File: src/rtl/vga_pkg.sv
`default_nettype none
// ============================================================================
// Module      : vga_pkg
// Description : Shared 1024x768 display timing constants and frame-buffer
//               geometry used by sync_mod, fb_arbiter and game logic.
//               One frame-buffer cell covers an 8x8 block of screen pixels.
// Revision    : 1.0 - initial release
// ============================================================================
package vga_pkg;

    // Display timing
    localparam int H_ACTIVE   = 1024;
    localparam int V_ACTIVE   = 768;
    localparam int H_TOTAL    = 1344;
    localparam int V_TOTAL    = 806;

    // Frame-buffer geometry: one cell per 8x8 pixel block
    localparam int CELL_SHIFT = 3;
    localparam int FB_W       = H_ACTIVE >> CELL_SHIFT;   // 128
    localparam int FB_H       = V_ACTIVE >> CELL_SHIFT;   // 96
    localparam int FB_DEPTH   = FB_W * FB_H;              // 12288

    // Cycles from (x, y, video_on) to pix_data/pix_valid
    localparam int PIX_LAT    = 3;

    typedef logic [13:0] fb_cell_addr_t;

    // Row-major cell address {cell_y, cell_x}; the 7-bit cell_x field makes
    // the row stride exactly FB_W = 128.
    function automatic fb_cell_addr_t fb_cell_addr(input logic [10:0] px,
                                                   input logic [10:0] py);
        return {py[9:3], px[9:3]};
    endfunction

endpackage
`default_nettype wire

File: src/rtl/rr_arbiter.sv
`default_nettype none
// ============================================================================
// Module      : rr_arbiter
// Description : Combinational round-robin arbiter. The search for the next
//               requester starts one past last_winner and wraps modulo N.
//               Grants nothing while enable is low.
// Ports       : req         in  N   request vector
//               enable      in  1   allow a grant this cycle
//               last_winner in  IW  index of the previously served requester
//               gnt         out N   one-hot grant (all zero if none)
//               winner      out IW  index of the granted requester
// Revision    : 1.0 - initial release
// ============================================================================
module rr_arbiter #(
    parameter  int N  = 4,
    localparam int IW = (N > 1) ? $clog2(N) : 1
) (
    input  logic [N-1:0]  req,
    input  logic          enable,
    input  logic [IW-1:0] last_winner,
    output logic [N-1:0]  gnt,
    output logic [IW-1:0] winner
);

    logic [IW-1:0] w_idx;
    logic          w_found;

    // Walk the N candidates in priority order; the first requester wins.
    // k runs 1..N so that last_winner itself is visited last.
    always_comb begin
        gnt     = '0;
        winner  = last_winner;
        w_found = 1'b0;
        w_idx   = '0;
        for (int k = 1; k <= N; k++) begin
            w_idx = IW'((int'(last_winner) + k) % N);
            if (enable && !w_found && req[w_idx]) begin
                gnt[w_idx] = 1'b1;
                winner     = w_idx;
                w_found    = 1'b1;
            end
        end
    end

endmodule
`default_nettype wire

File: src/rtl/fb_arbiter.sv
`default_nettype none
// ============================================================================
// Module      : fb_arbiter
// Description : Frame-buffer port arbiter. During active video the single RAM
//               port streams display reads; during blanking it is shared
//               round-robin among NREQ writers with a req/gnt handshake.
//               Also produces a frame-start pulse and a frame counter.
// Ports       : clk, rstn            clock, synchronous active-low reset
//               x, y, video_on       display timing from sync_mod
//               req, wr_addr, wr_data, gnt   writer handshake (packed per writer)
//               mem_we, mem_addr, mem_wdata, mem_rdata   RAM port
//               pix_data, pix_valid  display cell value, 3-cycle latency
//               frame_start, frame_cnt      frame tracking
//               err_oob              pulse when a granted write is dropped
// Revision    : 1.0 - initial release
// ============================================================================
module fb_arbiter
    import vga_pkg::*;
#(
    parameter int NREQ = 4,
    parameter int DW   = 8,
    parameter int AW   = 14
) (
    input  logic                 clk,
    input  logic                 rstn,
    input  logic [10:0]          x,
    input  logic [10:0]          y,
    input  logic                 video_on,
    input  logic [NREQ-1:0]      req,
    input  logic [NREQ*AW-1:0]   wr_addr,
    input  logic [NREQ*DW-1:0]   wr_data,
    output logic [NREQ-1:0]      gnt,
    output logic                 mem_we,
    output logic [AW-1:0]        mem_addr,
    output logic [DW-1:0]        mem_wdata,
    input  logic [DW-1:0]        mem_rdata,
    output logic [DW-1:0]        pix_data,
    output logic                 pix_valid,
    output logic                 frame_start,
    output logic [15:0]          frame_cnt,
    output logic                 err_oob
);

    localparam int IW = $clog2(NREQ);

    // ------------------------------------------------------------------
    // Registers
    // ------------------------------------------------------------------
    logic [IW-1:0]      r_last_winner;
    logic               r_mem_we;
    logic [AW-1:0]      r_mem_addr;
    logic [DW-1:0]      r_mem_wdata;
    logic               r_err_oob;
    logic [PIX_LAT-1:0] r_vid_pipe;
    logic [DW-1:0]      r_pix_data;
    logic               r_frame_start;
    logic [15:0]        r_frame_cnt;

    // ------------------------------------------------------------------
    // Combinational
    // ------------------------------------------------------------------
    logic [NREQ-1:0]    w_gnt;
    logic [IW-1:0]      w_winner;
    logic               w_arb_en;
    logic               w_xfer;
    logic               w_oob;
    logic               w_frame_hit;
    logic [AW-1:0]      w_disp_addr;
    logic [AW-1:0]      w_sel_addr;
    logic [DW-1:0]      w_sel_data;
    logic [AW-1:0]      w_addr_arr [NREQ];
    logic [DW-1:0]      w_data_arr [NREQ];

    generate
        for (genvar i = 0; i < NREQ; i++) begin : g_unpack
            assign w_addr_arr[i] = wr_addr[i*AW +: AW];
            assign w_data_arr[i] = wr_data[i*DW +: DW];
        end
    endgenerate

    // Writers are only served during blanking, so a write can never collide
    // with a display read.
    assign w_arb_en = !video_on;

    rr_arbiter #(
        .N (NREQ)
    ) u_rr_arbiter (
        .req         (req),
        .enable      (w_arb_en),
        .last_winner (r_last_winner),
        .gnt         (w_gnt),
        .winner      (w_winner)
    );

    assign gnt         = rstn ? w_gnt : '0;
    assign w_xfer      = |gnt;
    assign w_sel_addr  = w_addr_arr[w_winner];
    assign w_sel_data  = w_data_arr[w_winner];
    assign w_oob       = (w_sel_addr >= AW'(FB_DEPTH));
    assign w_disp_addr = AW'(fb_cell_addr(x, y));
    assign w_frame_hit = video_on && (x == 11'd0) && (y == 11'd0);

    // ------------------------------------------------------------------
    // RAM port and round-robin pointer
    // ------------------------------------------------------------------
    always_ff @(posedge clk) begin
        if (!rstn) begin
            r_last_winner <= IW'(NREQ - 1);
            r_mem_we      <= 1'b0;
            r_mem_addr    <= '0;
            r_mem_wdata   <= '0;
            r_err_oob     <= 1'b0;
        end else begin
            r_err_oob <= 1'b0;
            if (video_on) begin
                r_mem_we   <= 1'b0;
                r_mem_addr <= w_disp_addr;
            end else if (w_xfer) begin
                // An out-of-range write still consumes its turn so the
                // pointer advances and the writer is released.
                r_last_winner <= w_winner;
                if (w_oob) begin
                    r_mem_we  <= 1'b0;
                    r_err_oob <= 1'b1;
                end else begin
                    r_mem_we    <= 1'b1;
                    r_mem_addr  <= w_sel_addr;
                    r_mem_wdata <= w_sel_data;
                end
            end else begin
                r_mem_we <= 1'b0;
            end
        end
    end

    // ------------------------------------------------------------------
    // Pixel pipeline: stage 0 addresses the RAM, stage 1 is the RAM read,
    // the last stage presents the cell. pix_data is zeroed outside the
    // active area so downstream never sees stale cells in blanking.
    // ------------------------------------------------------------------
    always_ff @(posedge clk) begin
        if (!rstn) begin
            r_vid_pipe <= '0;
            r_pix_data <= '0;
        end else begin
            r_vid_pipe <= {r_vid_pipe[PIX_LAT-2:0], video_on};
            r_pix_data <= r_vid_pipe[PIX_LAT-2] ? mem_rdata : '0;
        end
    end

    // ------------------------------------------------------------------
    // Frame tracking
    // ------------------------------------------------------------------
    always_ff @(posedge clk) begin
        if (!rstn) begin
            r_frame_start <= 1'b0;
            r_frame_cnt   <= '0;
        end else begin
            r_frame_start <= w_frame_hit;
            if (w_frame_hit) begin
                r_frame_cnt <= r_frame_cnt + 16'd1;
            end
        end
    end

    assign mem_we      = r_mem_we;
    assign mem_addr    = r_mem_addr;
    assign mem_wdata   = r_mem_wdata;
    assign err_oob     = r_err_oob;
    assign pix_valid   = r_vid_pipe[PIX_LAT-1];
    assign pix_data    = r_pix_data;
    assign frame_start = r_frame_start;
    assign frame_cnt   = r_frame_cnt;

endmodule
`default_nettype wire

File: config.mk
export PLATFORM = sky130hd
export DESIGN_NAME = fb_arbiter
export DESIGN_NICKNAME = d
export VERILOG_FILES = /design/src/rtl/vga_pkg.sv /design/src/rtl/rr_arbiter.sv /design/src/rtl/fb_arbiter.sv
export SDC_FILE = /design/constraint.sdc
export NUM_CORES = 1
export LEC_CHECK = 0
export CORE_ASPECT_RATIO = 0.5
export CORE_MARGIN = 1
export CORE_UTILIZATION = 45
export CTS_BUF_LIST = sky130_fd_sc_hd__clkbuf_8
export DETAILED_ROUTE_END_ITERATION = 8
export GPL_TIMING_DRIVEN = 0
export PLACE_DENSITY = 0.95
export SKIP_LAST_GASP = 1
export SLEW_MARGIN = 20
export SYNTH_ARGS = -nofsm -noshare
export SYNTH_HDL_FRONTEND = slang
export SYNTH_SLANG_ARGS = --single-unit
File: constraint.sdc
create_clock -name clk -period 9 [get_ports clk]
set_clock_uncertainty 0.2 [all_clocks]
set_input_delay 2.25 -clock clk [delete_from_list [all_inputs] [get_ports clk]]
set_output_delay 2.25 -clock clk [all_outputs]
set_load 0.05 [all_outputs]
Word level (Yosys, flattened, before mapping) --
Index checks and enable logic that the tools add are counted. Widths: inputs -> output; s select.
Word-level totals: register bits 54, output and inout port bits 54, word-level logic and storage cells 98, bits of input ports 125
Cells by class: multiplexer cells 39, magnitude comparators 10, equal/unequal tests 1, reductions and logical operators 26, add/sub/neg operators 5, bitwise gates (word level) 8
Operators with widths (number):
- $mux 14 | 5
- $bmux 14 s2 | 1
- $logic_not 11->1 | 2
- $mux 4 | 5
- $add 16x1->16 const B | 1
- $bmux 8 s2 | 1
- $mux 8 | 2
- $ge 14x14->1 const B | 1
- $logic_and 1x1->1 | 13
- $mux 1 | 13
- $lt 2x3->1 const B | 4
- $or 4x4->4 | 3
- $bmux 1 s2 | 4
- $demux 1 s2 | 4
- $ge 2x1->1 const B | 4
- $mux 2 | 4
- $reduce_and 2->1 | 3
- $add 2x1->2 const B | 2
- $add 2x2->2 const B | 2
- $logic_not 1->1 | 4
- $not 1->1 | 4
- $reduce_or 4->1 | 1
- $ge 3x3->1 const B | 1
- $not 2->3 | 1
- other kinds (4) | 4

Depth between registers and ports, before layout --
Gate-level depths: netlist (run 1).
word-level depth 25, gate-level depth with buffers 15, gate-level depth less buffers 9

Modules after synthesis --
A second synthesis (run 1) with hierarchy kept.
Unflattened totals: cell total of the unflattened synthesis 317, area total of the unflattened synthesis 3208.1 µm²
Modules (own cells, without submodules):
- fb_arbiter | area an instance 2742.6 µm², times used 1, cells an instance 267, sequential area each 1081.0 µm²
- rr_arbiter | area an instance 465.4 µm², times used 1, cells an instance 50, sequential area each 0.0 µm²

Worst setup path before layout (run 1) --
No wires, ideal clock.
kind input-to-output, start point input port req[2], end point output port gnt[3], buffers on the path 1, arrival time 4.008 ns, setup slack 2.542 ns, required time 6.550 ns, stages on the path 5, cells stage by stage buf_2 mux4_2 or3_1 a211oi_4 a221o_1
On the way: longest elaborated chain between the ends 17, elaborated cells on any way between the ends 29, those cells by class mux: 16; bitwise: 3; reduce/logical: 10
RTL lines:
- start, declared | line fb_arbiter.sv:29 | input logic [NREQ-1:0] req,
- $bmux 1 s2 | line rr_arbiter.sv:37 | if (enable && !w_found && req[w_idx]) begin
- $mux 1 (implied by the code) | line rr_arbiter.sv:37
- $logic_and 1x1->1 | line rr_arbiter.sv:37
- $mux 1 | line rr_arbiter.sv:37
- $logic_not 1->1 | line rr_arbiter.sv:37
- $logic_and 1x1->1 (2 in series) | line rr_arbiter.sv:37
- $mux 1 | line rr_arbiter.sv:37
- $logic_not 1->1 | line rr_arbiter.sv:37
- $logic_and 1x1->1 (2 in series) | line rr_arbiter.sv:37
- $mux 1 | line rr_arbiter.sv:37
- $logic_not 1->1 | line rr_arbiter.sv:37
- $logic_and 1x1->1 (2 in series) | line rr_arbiter.sv:37
- $mux 4 (*) | line rr_arbiter.sv:37
- $mux 4 (*) | line fb_arbiter.sv:95 | assign gnt = rstn ? w_gnt : '0;
- end, declared | line fb_arbiter.sv:32 | output logic [NREQ-1:0] gnt,
Every way passes the cells marked *; elsewhere a longest branch is shown, timed or not. The select of a mux whose other input is x is not followed.

Worst setup path in the final report (run 1) --
start point input port req[3], end point output port gnt[3]
The elaborated chain is that of the path after synthesis.

==> results.py, run 1 <==
metrics = {
    "power": {
        "power.clock.fraction_pct": 13.1,
        "seqPwrFrac_pct": 26.1,
        "leakage_nw": 2.276,
        "power_w": 0.001118,
        "ir_drop_mv": 0.09531,
        "swShare_pct": 43.56,
        "internal_power_w": 0.0006309,
        "switchingPower_w": 0.0004868,
        "power_density_nw_per_um2": 202.2,
        "pwr-share-comb_pct": 60.8,
    },
    "synth": {
        "yosys_warnings": 0,
        "synth_seq_area_share_pct": 30.53,
        "async_flop_share_pct": 0,
        "syn-mean-instance-area_um2": 9.033,
        "synth-seq-cells": 54,
        "synth_ff_type": "dfxtp_1",
        "syn_inst": 392,
        "synth_edf_count": 0,
        "synth_cell_type_count": 50,
        "synth_area_um2": 3541,
        "syn-num-nets": 526,
    },
    "placed_design": {
        "dp.cells": 675,
        "port_buffers": 175,
        "hpwl_um": 8930,
        "placed_cell_area_um2": 5428,
        "preCtsSetupSlack_ns": 1.485,
        "gp_congestion": 0.8317,
    },
    "cells_and_area": {
        "fin_nets": 708,
        "antenna_cells": 0,
        "drive_above_1_share_pct": 8.174,
        "syn2layout_area_growth_pct": 56.11,
        "nFillCells": 511,
        "stdcell_count": 683,
        "final_area_um2": 5528,
    },
    "critical_path": {
        "cp.arrival_ns": 5.09,
        "worstRegToRegCells": 11,
        "r2r_slack_ns": 4.87,
        "critPathCaptureType": "output pin",
        "worstSetupStartpointType": "input pin",
        "r2r-start": "r_last_winner[1]$_SDFFE_PN1P_",
        "crit_type": "input pin to output pin",
        "cp.required_ns": 6.55,
        "path_max_fanout": 8,
        "crit-reg2reg-capture": "mem_addr[3]$_SDFFE_PN0P_",
    },
    "run_status": {
        "status": "complete, no violations",
    },
    "global_routing": {
        "grt_use_total_pct": 27.64,
        "grt_max_degree": 18,
        "grt.overflow.total": 0,
        "antenna_found_initial": 0,
        "grt_pass1_vias": 3595,
        "grt_pass1_wl_um": 17960,
    },
    "hold_path": {
        "holdPathStages": 1,
        "worstHoldStart": "r_vid_pipe[0]$_SDFF_PN0_",
        "hp-class": "register to register",
        "whs_endpoint": "r_vid_pipe[1]$_SDFF_PN0_",
    },
    "clock_tree": {
        "htree_num_levels": 2,
        "cts_buffers": 5,
        "cts_tree": "built",
        "clockRootBuffer": "clkbuf_8",
        "cts.clk_slew.worst_paths_ns": 0.10,
        "clk_path_buf_depth": 2,
        "insertion_delay_ns": 0.31,
        "postCtsResizedCells": 0,
        "ctsHoldBuffers": 0,
        "cts.sinks": 54,
        "postCtsSetupBuffers": 0,
    },
    "sta": {
        "drv_slew": 0,
        "worst_pin_slew_ns": 0.7026,
        "finalSetupTns_ns": 0,
        "setup_violations": 0,
        "period_minus_slack_ns": 7.538,
        "hold_viol": 0,
        "relSlewSlack_pct": 53.16,
        "max_freq_ghz": 0.1327,
        "fin_crit_sh_pct": 83.75,
        "rsz0062_at_grt": "no",
        "fin_ws_ns": 1.462,
    },
    "die": {
        "die_h_um": 64.73,
        "die_area_um2": 8249,
        "ios": 179,
        "num_rows": 22,
        "dieWidth_um": 127.5,
        "core-area_um2": 7460,
        "start_util_pct": 47.47,
    },
    "route": {
        "vias_per_cell": 5.392,
        "drc_errors": 0,
        "ant_nets": 0,
        "drtPass1Iterations": 4,
        "routedWlPerCell_um": 16.46,
        "finalWirelength_um": 11240,
        "num_vias": 3683,
        "drtIter0Drc": 151,
    },
    "job": {
        "maxCapViolCount": 0,
    },
}
worst max-delay path: stages:
cell and delay, ns:
clkdlybuf4s50_1 0.56, mux4_2 0.55, or3_1 0.41, a211oi_4 0.28, a221o_1 0.23, clkdlybuf4s50_1 0.80
through the flow:
stage | hold slack [ns] | utilization, %
after global placement | 0.2171 | 72.76
after global routing | 0.2754 | 74.10
after CTS | 0.2553 | 74.10
final | 0.2532 | 74.10
after floorplan | 0.2119 | -
after detailed placement | 0.2328 | 72.76
power by group through the flow:
stage	sequential (W)	combinational, W	clock [W]
5_1_grt	0.000296	0.000724	0.000161
3_5_place_dp	0.000296	0.000673	0
2_1_floorplan	0.000393	0.000372	0
4_1_cts	0.000291	0.000676	0.000148
3_3_place_gp	0.000294	0.000661	0
6_report	0.000292	0.000679	0.000147
layout by cell type (no fill, tap or decap), types with 13 or more instances in the layout:
cell type and instances:
clkbuf_1 14, nor3_1 22, clkdlybuf4s50_1 175, and2_1 13, mux2i_1 63, buf_2 13
o21ai_0 22, o21a_1 18, dfxtp_1 54, inv_1 17, nand2_1 17, nor2_1 15
logic make-up (layout without fill, tap and decap cells):
| group | count (synthesis) | count (layout) | synth area share [%] |
|---|---|---|---|
| AOI/OAI and AO/OA | 83 | 83 | 17.24 |
| buffers and inverters | 47 | 230 | 6.078 |
| xor gates and xnor gates | 8 | 8 | 1.979 |
| DFF | 54 | 54 | 30.53 |
| and+or+nand+nor | 114 | 114 | 17.77 |
| adders and majority gates | 9 | 9 | 3.180 |
| muxes | 77 | 77 | 23.22 |
worst max-delay path by stage:
stage | cells past startpoint | end | from | slack (ns)
floorplan | 5 | gnt[3] | req[2] | 2.54
global placement | 6 | gnt[3] | req[3] | 1.55
detailed placement | 6 | gnt[3] | req[3] | 1.49
CTS | 6 | gnt[3] | req[3] | 1.48
global route | 7 | gnt[0] | req[3] | 1.36
finish | 6 | gnt[3] | req[3] | 1.46
flip-flops by register name (all words and copies together), names as in the netlist:
signal and cells:
frame_cnt 16, mem_addr 14, mem_wdata 8, pix_data 8, r_vid_pipe 3, r_last_winner 2
err_oob 1, frame_start 1, mem_we 1
Yosys cell counts, drive strengths merged, types with 3 or more instances:
master   n  share of area, %
a21oi    7              0.99
and2    13               2.3
ha       9               3.2
or3      8               1.4
o21a    18               3.8
a21boi   7               1.5
inv     17               1.8
nor4     4              0.71
nand2   17               1.8
mux2    11               3.5
and3     9               1.6
mux2i   63                18
o21ai   22               3.1
buf     16               2.8
mux4     3               1.9
dfxtp   54                31
clkbuf  14               1.5
nand3    6              0.85
a221o    3              0.85
xor2     6               1.5
a211oi   8               2.0
nor3    22               3.1
nand4    3              0.53
or3b     3              0.74
nor2    15               1.6
a311oi   5               1.8
nor2b    5              0.88
per-layer routing:
metal,up-vias,part of all wire [%],GRT usage (%)
li1,1800,-,-
met1,1761,42,33.54
met2,100,52,50.55
met3,22,4.0,4.624
met4,0,2.0,8.185
met5,-,0,0
layout make-up:
type                       count  area [um^2]  area share [%]
clock inverter                 2        17.52          0.3169
timing repair buffer         175         1752           31.69
inverter                      17        63.81           1.154
buffer                        30        151.4           2.739
tap                          108        135.1           2.445
multi-input combinational    291         2245           40.61
clock buffer                   6        82.58           1.494
sequential                    54         1081           19.56
No activity file was read; power rests on OpenSTA's default activity.
==> run 2: changes to the inputs <==
CORE_UTILIZATION = 42   (was 45)
clock period = 7.76 ns   (was 9 ns; I/O delays follow)
==> results.py, run 2 (synthesis gave the netlist of run 1 again) <==
metrics = {
    "clock_tree": {
        "htree_num_levels": 2,
        "clk_path_buf_depth": 2,
        "postCtsResizedCells": 0,
        "cts_buffers": 5,
        "insertion_delay_ns": 0.32,
        "cts.sinks": 54,
        "clockRootBuffer": "clkbuf_8",
        "cts.clk_slew.worst_paths_ns": 0.10,
        "postCtsSetupBuffers": 0,
        "cts_tree": "built",
        "ctsHoldBuffers": 0,
    },
    "sta": {
        "max_freq_ghz": 0.1452,
        "setup_violations": 0,
        "finalSetupTns_ns": 0,
        "fin_crit_sh_pct": 88.72,
        "period_minus_slack_ns": 6.885,
        "worst_pin_slew_ns": 0.8150,
        "drv_slew": 0,
        "relSlewSlack_pct": 45.67,
        "hold_viol": 0,
        "fin_hold_ws_ns": 0.2565,
        "rsz0062_at_grt": "no",
    },
    "critical_path": {
        "r2r_slack_ns": 3.64,
        "cp_slowest_cell": "clkdlybuf4s50_1",
        "r2r-start": "r_last_winner[1]$_SDFFE_PN1P_",
        "cp.required_ns": 5.62,
        "path_cells": "clkdlybuf4s50_1 -> mux4_2 -> or3_1 -> a211oi_4 -> a22oi_1 -> nand2_1 -> clkdlybuf4s50_1",
        "critPathMaxStageDelay_ns": 0.79,
        "crit-reg2reg-capture": "mem_addr[5]$_SDFFE_PN0P_",
        "path_max_fanout": 8,
        "worstSetupStartpointType": "input pin",
        "crit_top_cell": "clkdlybuf4s50_1",
        "crit_type": "input pin to output pin",
        "cp.arrival_ns": 4.74,
        "critPathCaptureType": "output pin",
        "worstRegToRegCells": 12,
    },
    "global_routing": {
        "grt.met1_usage_pct": 27.76,
        "antenna_found_initial": 0,
        "grt_max_degree": 18,
        "grt.busiest_layer": "met2",
        "met2_usage_pct": 49.74,
        "grt_use_total_pct": 25.26,
        "grt_pass1_wl_um": 17590,
        "grt_pass1_vias": 3620,
        "met3_usage_pct": 3.957,
        "grt.overflow.total": 0,
    },
    "cells_and_area": {
        "stdcell_count": 687,
        "drive_above_1_share_pct": 8.174,
        "fin_nets": 708,
        "nFillCells": 585,
        "largest_register_ffs": 16,
        "final_core_util_pct": 68.27,
        "seq_area_um2": 1081,
        "syn2layout_area_growth_pct": 55.90,
        "multiInputGateArea_um2": 2245,
        "antenna_cells": 0,
        "mostFrequentLayoutCells": "175 x clkdlybuf4s50_1, 63 x mux2i_1, 54 x dfxtp_1",
        "mostFrequentLayoutCell": "clkdlybuf4s50_1",
        "final_area_um2": 5520,
    },
    "power": {
        "leakage_nw": 2.273,
        "power_density_nw_per_um2": 235.7,
        "ir_drop_mv": 0.1386,
    },
    "die": {
        "num_rows": 23,
        "core-area_um2": 8087,
        "ios": 179,
        "start_util_pct": 43.79,
        "die_area_um2": 8824,
        "die_h_um": 66.93,
        "dieWidth_um": 131.9,
    },
    "route": {
        "num_vias": 3719,
        "finalWirelength_um": 11610,
        "drtPass1Iterations": 5,
        "vias_per_cell": 5.413,
        "drc_errors": 0,
        "routedWlPerCell_um": 16.90,
        "drtIter0Drc": 205,
        "ant_nets": 0,
    },
    "hold_path": {
        "worstHoldStart": "r_vid_pipe[0]$_SDFF_PN0_",
        "whs_endpoint": "r_vid_pipe[1]$_SDFF_PN0_",
        "hp-class": "register to register",
        "holdPathStages": 1,
    },
    "placed_design": {
        "placed_cell_area_um2": 5433,
        "hpwl_um": 9216,
        "gp_congestion": 0.8298,
        "dp.cells": 679,
        "port_buffers": 175,
    },
    "job": {
        "maxCapViolCount": 0,
    },
    "run_status": {
        "status": "complete, no violations",
    },
}
-- run 2: cell count changes in the layout (fill, tap and decap cells not counted), sizes merged --
cell    previous run  this run
clkbuf            20        19
inv               17        18
-- run 2: final cells by class --
cell class,count,share of cell area [%]
Timing Repair Buffer,175,31.73
Multi-Input combinational cell,291,40.66
Clock inverter,3,0.3400
Inverter,17,1.156
Tap cell,112,2.539
Buffer,30,2.743
Clock buffer,5,1.247
Sequential cell,54,19.58
-- run 2: routing by layer --
layer  part of all wire [%]  vias to the layer above
met1                     40                     1785
met3                    3.4                       27
met4                    2.4                        0
li1                       -                     1798
met2                     54                      109
met5                      0                        -
-- run 2: worst max-delay path by stage --
stage                     slack [ns]     end  depth (start not counted)  startpoint
after detailed placement        0.90  gnt[2]                          6      req[3]
after global placement          0.94  gnt[2]                          6      req[3]
final                           0.88  gnt[0]                          7      req[3]
after global routing            0.79  gnt[2]                          7      req[3]
after CTS                       0.90  gnt[2]                          6      req[3]
after floorplan                 1.92  gnt[3]                          5      req[2]
-- run 2: worst max-delay path, delay by kind of cell --
kind	cells	cell delay, ns
mux	1	0.55
buf+inv	2	1.34
simple gates	2	0.49
compound gates	2	0.44
-- run 2: power breakdown --
part / switching [W] / internal (W)
Sequential: 0.0000249 / 0.000314
Clock: 0.0000975 / 0.0000638
Combinational: 0.000456 / 0.000344
-- run 2: through the flow --
step	power, W	worst slack [ns]
finish	0.001301	0.8752
floorplan	0.0008876	1.922
CTS	0.001296	0.9048
global placement	0.001109	0.9449
global route	0.001362	0.7920
detailed placement	0.001135	0.9039
